[config.mk]
export PLATFORM = sky130hd
export DESIGN_NAME = pc_seq_unit
export DESIGN_NICKNAME = d
export VERILOG_FILES = /design/src/rtl/pc_pkg.sv /design/src/rtl/pc_ras.sv /design/src/rtl/pc_seq_unit.sv
export SDC_FILE = /design/constraint.sdc
export NUM_CORES = 1
export LEC_CHECK = 0
export CORE_MARGIN = 2
export CORE_UTILIZATION = 45
export DETAILED_ROUTE_END_ITERATION = 10
export PLACE_DENSITY = 0.75
export RECOVER_POWER = 50
export SYNTH_ARGS = -nofsm -noshare
export SYNTH_HDL_FRONTEND = slang
export SYNTH_SLANG_ARGS = --single-unit
[constraint.sdc]
create_clock -name clk -period 4.05 [get_ports clk]
set_clock_uncertainty 0.15 [all_clocks]
set_input_delay 1.215 -clock clk [delete_from_list [all_inputs] [get_ports clk]]
set_output_delay 1.215 -clock clk [all_outputs]
set_load 0.02 [all_outputs]
[src/rtl/pc_pkg.sv]
// ---------------------------------------------------------------------------
// pc_pkg
//   Shared definitions for the program-counter sequencer: the width of the
//   op field driven by decode and the op-code values it carries.
//   Op-codes 5..7 are reserved and are treated as NEXT by the sequencer.
// ---------------------------------------------------------------------------
package pc_pkg;

    localparam int PC_OP_W = 3;

    typedef enum logic [PC_OP_W-1:0] {
        PC_OP_NEXT = 3'd0,
        PC_OP_JABS = 3'd1,
        PC_OP_JREL = 3'd2,
        PC_OP_CALL = 3'd3,
        PC_OP_RET  = 3'd4
    } pc_op_e;

endpackage

[src/rtl/pc_ras.sv]
// ---------------------------------------------------------------------------
// pc_ras
//   Return-address stack (LIFO) of STACK_DEPTH entries, each ADDR_W bits.
//   A push while full and a pop while empty are ignored here; the caller
//   decides how to report them. full/empty are registered alongside the
//   stack pointer, decoded from its next value.
// Ports
//   clk      in   rising-edge clock
//   rst_n    in   asynchronous active-low reset (empties the stack)
//   i_push   in   push i_data this cycle
//   i_pop    in   pop the top entry this cycle
//   i_data   in   value to push
//   o_top    out  current top-of-stack entry (valid when not empty)
//   o_full   out  stack holds STACK_DEPTH entries
//   o_empty  out  stack holds no entries
// ---------------------------------------------------------------------------
module pc_ras #(
    parameter int ADDR_W      = 16,
    parameter int STACK_DEPTH = 4
) (
    input  logic              clk,
    input  logic              rst_n,
    input  logic              i_push,
    input  logic              i_pop,
    input  logic [ADDR_W-1:0] i_data,
    output logic [ADDR_W-1:0] o_top,
    output logic              o_full,
    output logic              o_empty
);

    localparam int IDX_W = $clog2(STACK_DEPTH);
    localparam int SP_W  = IDX_W + 1;
    localparam logic [SP_W-1:0] SP_MAX = SP_W'(STACK_DEPTH);
    localparam logic [SP_W-1:0] SP_ONE = SP_W'(1);

    logic [ADDR_W-1:0] r_mem [STACK_DEPTH];
    logic [SP_W-1:0]   r_sp;
    logic              r_full;
    logic              r_empty;

    logic [SP_W-1:0]   w_spNext;
    logic              w_doPush;
    logic              w_doPop;
    logic [IDX_W-1:0]  w_wrIdx;
    logic [IDX_W-1:0]  w_topIdx;

    assign w_doPush = i_push && !r_full;
    assign w_doPop  = i_pop && !r_empty && !w_doPush;

    // sp points at the first free slot; the top entry sits one below it.
    assign w_wrIdx  = r_sp[IDX_W-1:0];
    assign w_topIdx = IDX_W'(r_sp - SP_ONE);

    always_comb begin
        w_spNext = r_sp;
        if (w_doPush) begin
            w_spNext = r_sp + SP_ONE;
        end else if (w_doPop) begin
            w_spNext = r_sp - SP_ONE;
        end
    end

    always_ff @(posedge clk or negedge rst_n) begin
        if (!rst_n) begin
            r_sp    <= '0;
            r_full  <= 1'b0;
            r_empty <= 1'b1;
        end else begin
            r_sp    <= w_spNext;
            r_full  <= (w_spNext == SP_MAX);
            r_empty <= (w_spNext == '0);
        end
    end

    // Entry contents need no reset: an empty stack never exposes them.
    always_ff @(posedge clk) begin
        if (w_doPush) begin
            r_mem[w_wrIdx] <= i_data;
        end
    end

    assign o_top   = r_mem[w_topIdx];
    assign o_full  = r_full;
    assign o_empty = r_empty;

endmodule

[src/rtl/pc_seq_unit.sv]
// ---------------------------------------------------------------------------
// pc_seq_unit
//   Program-counter sequencer feeding the instruction-memory address.
//   Supports sequential fetch, absolute and relative jumps, and (with the
//   PC_RAS_EN macro defined) call/return through a return-address stack with
//   sticky overflow/underflow flags. Without PC_RAS_EN, CALL acts as JABS,
//   RET acts as NEXT and the stack/error outputs are tied off.
// Ports
//   clk          in   rising-edge clock
//   rst_n        in   asynchronous active-low reset
//   pc_en        in   1 = advance this cycle, 0 = hold all state
//   op           in   NEXT/JABS/JREL/CALL/RET (5..7 act as NEXT)
//   target       in   absolute target or two's-complement offset (JREL)
//   err_clr      in   clears sticky error flags, independent of pc_en
//   addr         out  current PC (registered)
//   stack_full   out  return-address stack is full
//   stack_empty  out  return-address stack is empty
//   err_ovf      out  sticky: CALL issued while full
//   err_unf      out  sticky: RET issued while empty
// Configuration macro: PC_RAS_EN
// ---------------------------------------------------------------------------
module pc_seq_unit
    import pc_pkg::*;
#(
    parameter int ADDR_W      = 16,
    parameter int INC         = 1,
    parameter int RESET_VEC   = 0,
    parameter int STACK_DEPTH = 4
) (
    input  logic               clk,
    input  logic               rst_n,
    input  logic               pc_en,
    input  logic [PC_OP_W-1:0] op,
    input  logic [ADDR_W-1:0]  target,
    input  logic               err_clr,
    output logic [ADDR_W-1:0]  addr,
    output logic               stack_full,
    output logic               stack_empty,
    output logic               err_ovf,
    output logic               err_unf
);

    localparam logic [ADDR_W-1:0] INC_V   = ADDR_W'(INC);
    localparam logic [ADDR_W-1:0] RESET_V = ADDR_W'(RESET_VEC);

    logic [ADDR_W-1:0] r_addr;
    logic [ADDR_W-1:0] w_nextAddr;
    logic [ADDR_W-1:0] w_seqAddr;
    logic [ADDR_W-1:0] w_relAddr;

`ifdef PC_RAS_EN
    logic              w_push;
    logic              w_pop;
    logic              w_callOvf;
    logic              w_retUnf;
    logic [ADDR_W-1:0] w_rasTop;
    logic              w_rasFull;
    logic              w_rasEmpty;
    logic              r_errOvf;
    logic              r_errUnf;
`endif

    // Both sums wrap modulo 2^ADDR_W; a negative JREL offset is just a large
    // unsigned addend.
    assign w_seqAddr = r_addr + INC_V;
    assign w_relAddr = r_addr + target;

    always_comb begin
        w_nextAddr = r_addr;
`ifdef PC_RAS_EN
        w_push     = 1'b0;
        w_pop      = 1'b0;
        w_callOvf  = 1'b0;
        w_retUnf   = 1'b0;
`endif
        if (pc_en) begin
            case (op)
                PC_OP_JABS: w_nextAddr = target;
                PC_OP_JREL: w_nextAddr = w_relAddr;
                PC_OP_CALL: begin
                    // The jump is taken even when the return address is lost.
                    w_nextAddr = target;
`ifdef PC_RAS_EN
                    if (w_rasFull) begin
                        w_callOvf = 1'b1;
                    end else begin
                        w_push = 1'b1;
                    end
`endif
                end
                PC_OP_RET: begin
`ifdef PC_RAS_EN
                    if (w_rasEmpty) begin
                        w_nextAddr = w_seqAddr;
                        w_retUnf   = 1'b1;
                    end else begin
                        w_nextAddr = w_rasTop;
                        w_pop      = 1'b1;
                    end
`else
                    w_nextAddr = w_seqAddr;
`endif
                end
                default: w_nextAddr = w_seqAddr;
            endcase
        end
    end

    always_ff @(posedge clk or negedge rst_n) begin
        if (!rst_n) begin
            r_addr <= RESET_V;
        end else begin
            r_addr <= w_nextAddr;
        end
    end

    assign addr = r_addr;

`ifdef PC_RAS_EN
    pc_ras #(
        .ADDR_W      (ADDR_W),
        .STACK_DEPTH (STACK_DEPTH)
    ) u_ras (
        .clk     (clk),
        .rst_n   (rst_n),
        .i_push  (w_push),
        .i_pop   (w_pop),
        .i_data  (w_seqAddr),
        .o_top   (w_rasTop),
        .o_full  (w_rasFull),
        .o_empty (w_rasEmpty)
    );

    // A new error in the same cycle as err_clr keeps the flag set.
    always_ff @(posedge clk or negedge rst_n) begin
        if (!rst_n) begin
            r_errOvf <= 1'b0;
            r_errUnf <= 1'b0;
        end else begin
            if (w_callOvf) begin
                r_errOvf <= 1'b1;
            end else if (err_clr) begin
                r_errOvf <= 1'b0;
            end
            if (w_retUnf) begin
                r_errUnf <= 1'b1;
            end else if (err_clr) begin
                r_errUnf <= 1'b0;
            end
        end
    end

    assign stack_full  = w_rasFull;
    assign stack_empty = w_rasEmpty;
    assign err_ovf     = r_errOvf;
    assign err_unf     = r_errUnf;
`else
    logic w_unused;

    // err_clr and STACK_DEPTH have no function without the stack.
    assign w_unused    = &{1'b0, err_clr, (STACK_DEPTH >= 2)};

    assign stack_full  = 1'b0;
    assign stack_empty = 1'b1;
    assign err_ovf     = 1'b0;
    assign err_unf     = 1'b0;
`endif

endmodule

Word level (Yosys, flattened, before mapping). Cells that the tools add are included.

Add/subtract/negate cells: 2. Equality and inequality tests: 3. Muxes and demuxes: 1. Reductions and logical operators: 1.

Operators with widths (number): $pmux 16 s2 (1); $add 16x1->16 const B (1); $add 16x16->16 (1); $eq 3x2->1 const B (2); $eq 3x1->1 const B (1); $reduce_or 2->1 (1).

Bits in registers: 16. Logic and storage cells: 8.

Depth between registers and ports, before layout.
Depth after elaboration: 3. Gate-level depth with buffers: 12. Mapped depth without buffers: 11.

Worst setup path after synthesis. Ideal clock, no wire load.

Kind: in2reg. Start: input op[0]. End: register r_addr[15] (netlist: addr[15]). Library setup time: 0.131 ns. Arrival time: 3.691 ns. Required time: 3.769 ns. Slack: 0.078 ns. Stages on the path: 11. Path buffers: 1. Path through: nor3b_1 clkbuf_1 and2_1 ha_1 a21o_1 o21ba_4 o211ai_2 o21ba_4 nor3b_1 a41o_1 or3_1.

Word-level cells in the longest chain between the ends: 3.

Ends and longest elaborated chain: start: declaration (line pc_seq_unit.sv:33) `input logic [PC_OP_W-1:0] op,`; $eq 3x2->1 / $eq 3x1->1 (equally long branches) (line pc_seq_unit.sv:77) `case (op)`; $reduce_or 2->1 (no source line); $pmux 16 s2 * (line pc_seq_unit.sv:77); end signal: assignment (line pc_seq_unit.sv:113) `r_addr <= w_nextAddr;`; end: declaration (line pc_seq_unit.sv:46) `logic [ADDR_W-1:0] r_addr;`.

Every way passes the cells marked *; elsewhere a longest branch is shown, timed or not. A chain may end at the register's enable or synchronous reset.

Worst setup path in the final report.
Start: input op[2]. End: register r_addr[15] (netlist: addr[15]).

Same word-level chain as after synthesis.

==> flow_summary.yaml <==
clocking:
  cts.clk_slew.worst_paths_ps: 70
  root_buffer: "clkbuf_8"
  cts_sinks: 16
  numCtsBuffers: 3
  cts_tree: "built"
  htree_num_levels: 1
  clk_latency_ps: 260
  cts_max_path_buffers: 2
timing:
  hold_violations: 0
  drv_slew: 0
  min_period_ps: 3905
  setup_viol_count_final: 0
  min_period_over_period_pct: 96.41
  max_slew_margin_pct: 46.57
  fin_tns_setup_ps: 0
  max_freq_ghz: 0.2561
  worst_pin_slew_ps: 798.8
worst_setup_path:
  crit_path_top_delay_cell: "clkdlybuf4s50_1"
  cp.arrival_ps: 3900
  end_kind: "register"
  required_ps: 4040
  critPathMaxStageDelay_ps: 430
  cpLargestDelayFamily: "compound AO/OA/AOI/OAI gates"
  path_buf_inv: 2
  start_kind: "input port"
  crit_top_cell: "a21oi_2"
  crit_type: "in2reg"
  crit_chain: "clkdlybuf4s50_1 -> nor3b_2 -> buf_4 -> and2_1 -> ha_1 -> a21oi_2 -> a21oi_2 -> o41ai_4 -> o21ba_4 -> nor3b_1 -> a41o_1 -> or3_1"
  path_max_fanout: 5
synth:
  async_reset_ff_share_pct: 100.0
  ys.flop_type: "dfrtp_1"
  synth_area_per_cell_um2: 8.072
  ys_ff_latch: 16
  synth.distinct_cells: 43
  synth_warnings: 0
  yosysSeqAreaShare_pct: 24.08
  syn-cell-area_um2: 1663
  synth-edff-count: 0
  syn-instance-count: 206
finish:
  nNetsFinal: 305
  drive_gt1_share_pct: 18.11
  instances_no_fill: 313
  diodes: 0
  fillers: 321
  synthToLayoutAreaGrowth_pct: 39.80
  design_area_um2: 2325
  largest_register_ff_count: 16
  fin_util_pct: 64.47
floorplanning:
  rows: 22
  start_util_pct: 46.11
  dieArea_um2: 4198
  ios: 43
  die_w_um: 64.79
  coreArea_um2: 3606
  dieHeight_um: 64.79
pwr:
  p_per_area_nw_per_um2: 460.1
  max-vdd-ir-drop_mv: 0.2506
  leakage_nw: 1.073
worst_hold_path:
  hold_class: "reg2reg"
route:
  drt-initial-drc-count: 74
  wl_um: 3818
  drc: 0
  avgRoutedWirePerCell_um: 12.20
  via_per_inst: 5.297
  route.vias.total: 1658
  drtAntennaViolNets: 0
  drtPass1Iterations: 4
global_route:
  antenna_found_initial: 0
  first_global_vias: 1447
  grt_pass1_wl_um: 6327
  track_usage_pct: 19.03
  grt_max_degree: 20
  gr-total-overflow: 0
placed_design:
  place_congestion: 0.8979
  io_buffers: 37
  dpl-instance-area_um2: 2251
  hpwl_um: 2929
  placed_cells: 308
flow_run:
  maxCapViolations: 0
outcome:
  outcome: "complete, no violations"
-- per-stage QoR --
stage / worst slack, ps / total power, mW / hold slack [ps]
after detailed placement: -280.4 / 0.9199 / 397.5
final: 145.5 / 1.070 / 402.9
after global placement: -243.4 / 0.9154 / 385.2
after floorplan: 77.72 / 0.6470 / 489.1
after global routing: -31.48 / 1.152 / 437.0
after CTS: 0.1421 / 1.078 / 413.9
-- cell usage after synthesis, types with 2 or more instances --
cell / number / area, µm²
dfrtp_1: 16 / 400.4
nand4_1: 6 / 37.54
nand3_1: 5 / 25.02
xor2_1: 4 / 35.03
nor2_1: 18 / 67.56
buf_2: 3 / 15.01
nor3b_1: 3 / 22.52
mux2_2: 2 / 22.52
xnor2_1: 7 / 61.31
o21ba_4: 2 / 32.53
a21o_1: 6 / 45.04
clkbuf_1: 7 / 26.28
a21oi_1: 26 / 130.1
or3_1: 2 / 12.51
buf_4: 4 / 30.03
ha_1: 15 / 187.7
nand2_1: 20 / 75.07
mux2i_1: 3 / 30.03
a31oi_1: 5 / 31.28
nor2b_1: 3 / 18.77
inv_1: 3 / 11.26
or2_2: 2 / 12.51
o21ai_0: 7 / 35.03
nand2b_1: 3 / 18.77
and2_1: 14 / 87.58
conb_1: 2 / 7.510
o21ai_1: 2 / 10.01
-- layer usage --
| metal | vias up | track usage [%] | routed length, µm |
|---|---|---|---|
| met3 | 5 | 1.736 | 160 |
| li1 | 848 | - | - |
| met5 | - | 0 | 0 |
| met1 | 760 | 26.46 | 1778 |
| met2 | 45 | 30.28 | 1818 |
| met4 | 0 | 7.713 | 61 |
-- placed cells by master (no fill, tap or decap), types with 2 or more instances in the layout --
| cell | instances |
|---|---|
| nand2_1 | 20 |
| ha_1 | 15 |
| clkbuf_8 | 4 |
| o21ai_1 | 2 |
| dlygate4sd3_1 | 8 |
| o21ai_0 | 7 |
| or2_2 | 2 |
| nand2b_1 | 3 |
| a21o_1 | 6 |
| conb_1 | 4 |
| nor2_1 | 18 |
| buf_4 | 31 |
| xnor2_1 | 7 |
| mux2_2 | 2 |
| nand3_1 | 5 |
| a31oi_1 | 5 |
| or3_1 | 2 |
| clkdlybuf4s50_1 | 29 |
| and2_1 | 14 |
| dfrtp_1 | 16 |
| a21oi_2 | 2 |
| inv_1 | 3 |
| a21oi_1 | 25 |
| o21ba_4 | 2 |
| xor2_1 | 4 |
| nand4_1 | 6 |
| mux2i_1 | 3 |
| nor3b_1 | 2 |
| nor2b_1 | 3 |
-- power breakdown --
| group | total (mW) | internal (mW) | switching [mW] |
|---|---|---|---|
| clock network | 0.154 | 0.0867 | 0.0670 |
| registers | 0.257 | 0.211 | 0.0465 |
| logic | 0.659 | 0.341 | 0.317 |
-- final cells by class --
class / count / area [µm²] / area share [%]
sequential: 16 / 400.4 / 17.22
clock buffer: 4 / 55.05 / 2.368
multi-input combinational: 174 / 1195 / 51.40
timing repair buffer: 68 / 603.1 / 25.94
tap: 48 / 60.06 / 2.583
inverter: 3 / 11.26 / 0.4844
-- cell families after synthesis --
family                     after synthesis  share of synthesized area (%)
DFF                                     16                          24.08
adders and majority gates               16                          12.49
other                                    2                         0.4516
and+or+nand+nor                         80                          24.68
muxes                                    5                          3.160
xor gates and xnor gates                11                          5.794
buffers and inverters                   18                          5.192
AOI/OAI and AO/OA                       58                          24.15
-- final timing paths --
path / endpoint / start / depth (start not counted) / slack (ps)
max: addr[15] / op[2] / 12 / 150
max in group asynchronous: addr[4] / rst_n / 1 / 1920
max reg2reg: addr[12] / addr[0] / 10 / 1530
min reg2reg: addr[2] / addr[2] / 1 / 400
min in group asynchronous: addr[8] / rst_n / 1 / 1330
min: addr[2] / addr[2] / 1 / 400
-- repair_timing --
item                       4_1_cts  5_1_grt
setup endpoints to repair        0        7
gates resized for setup          0        3
hold buffers                     0        0
setup buffers                    0        1
Power figures use the tool's default switching activity.
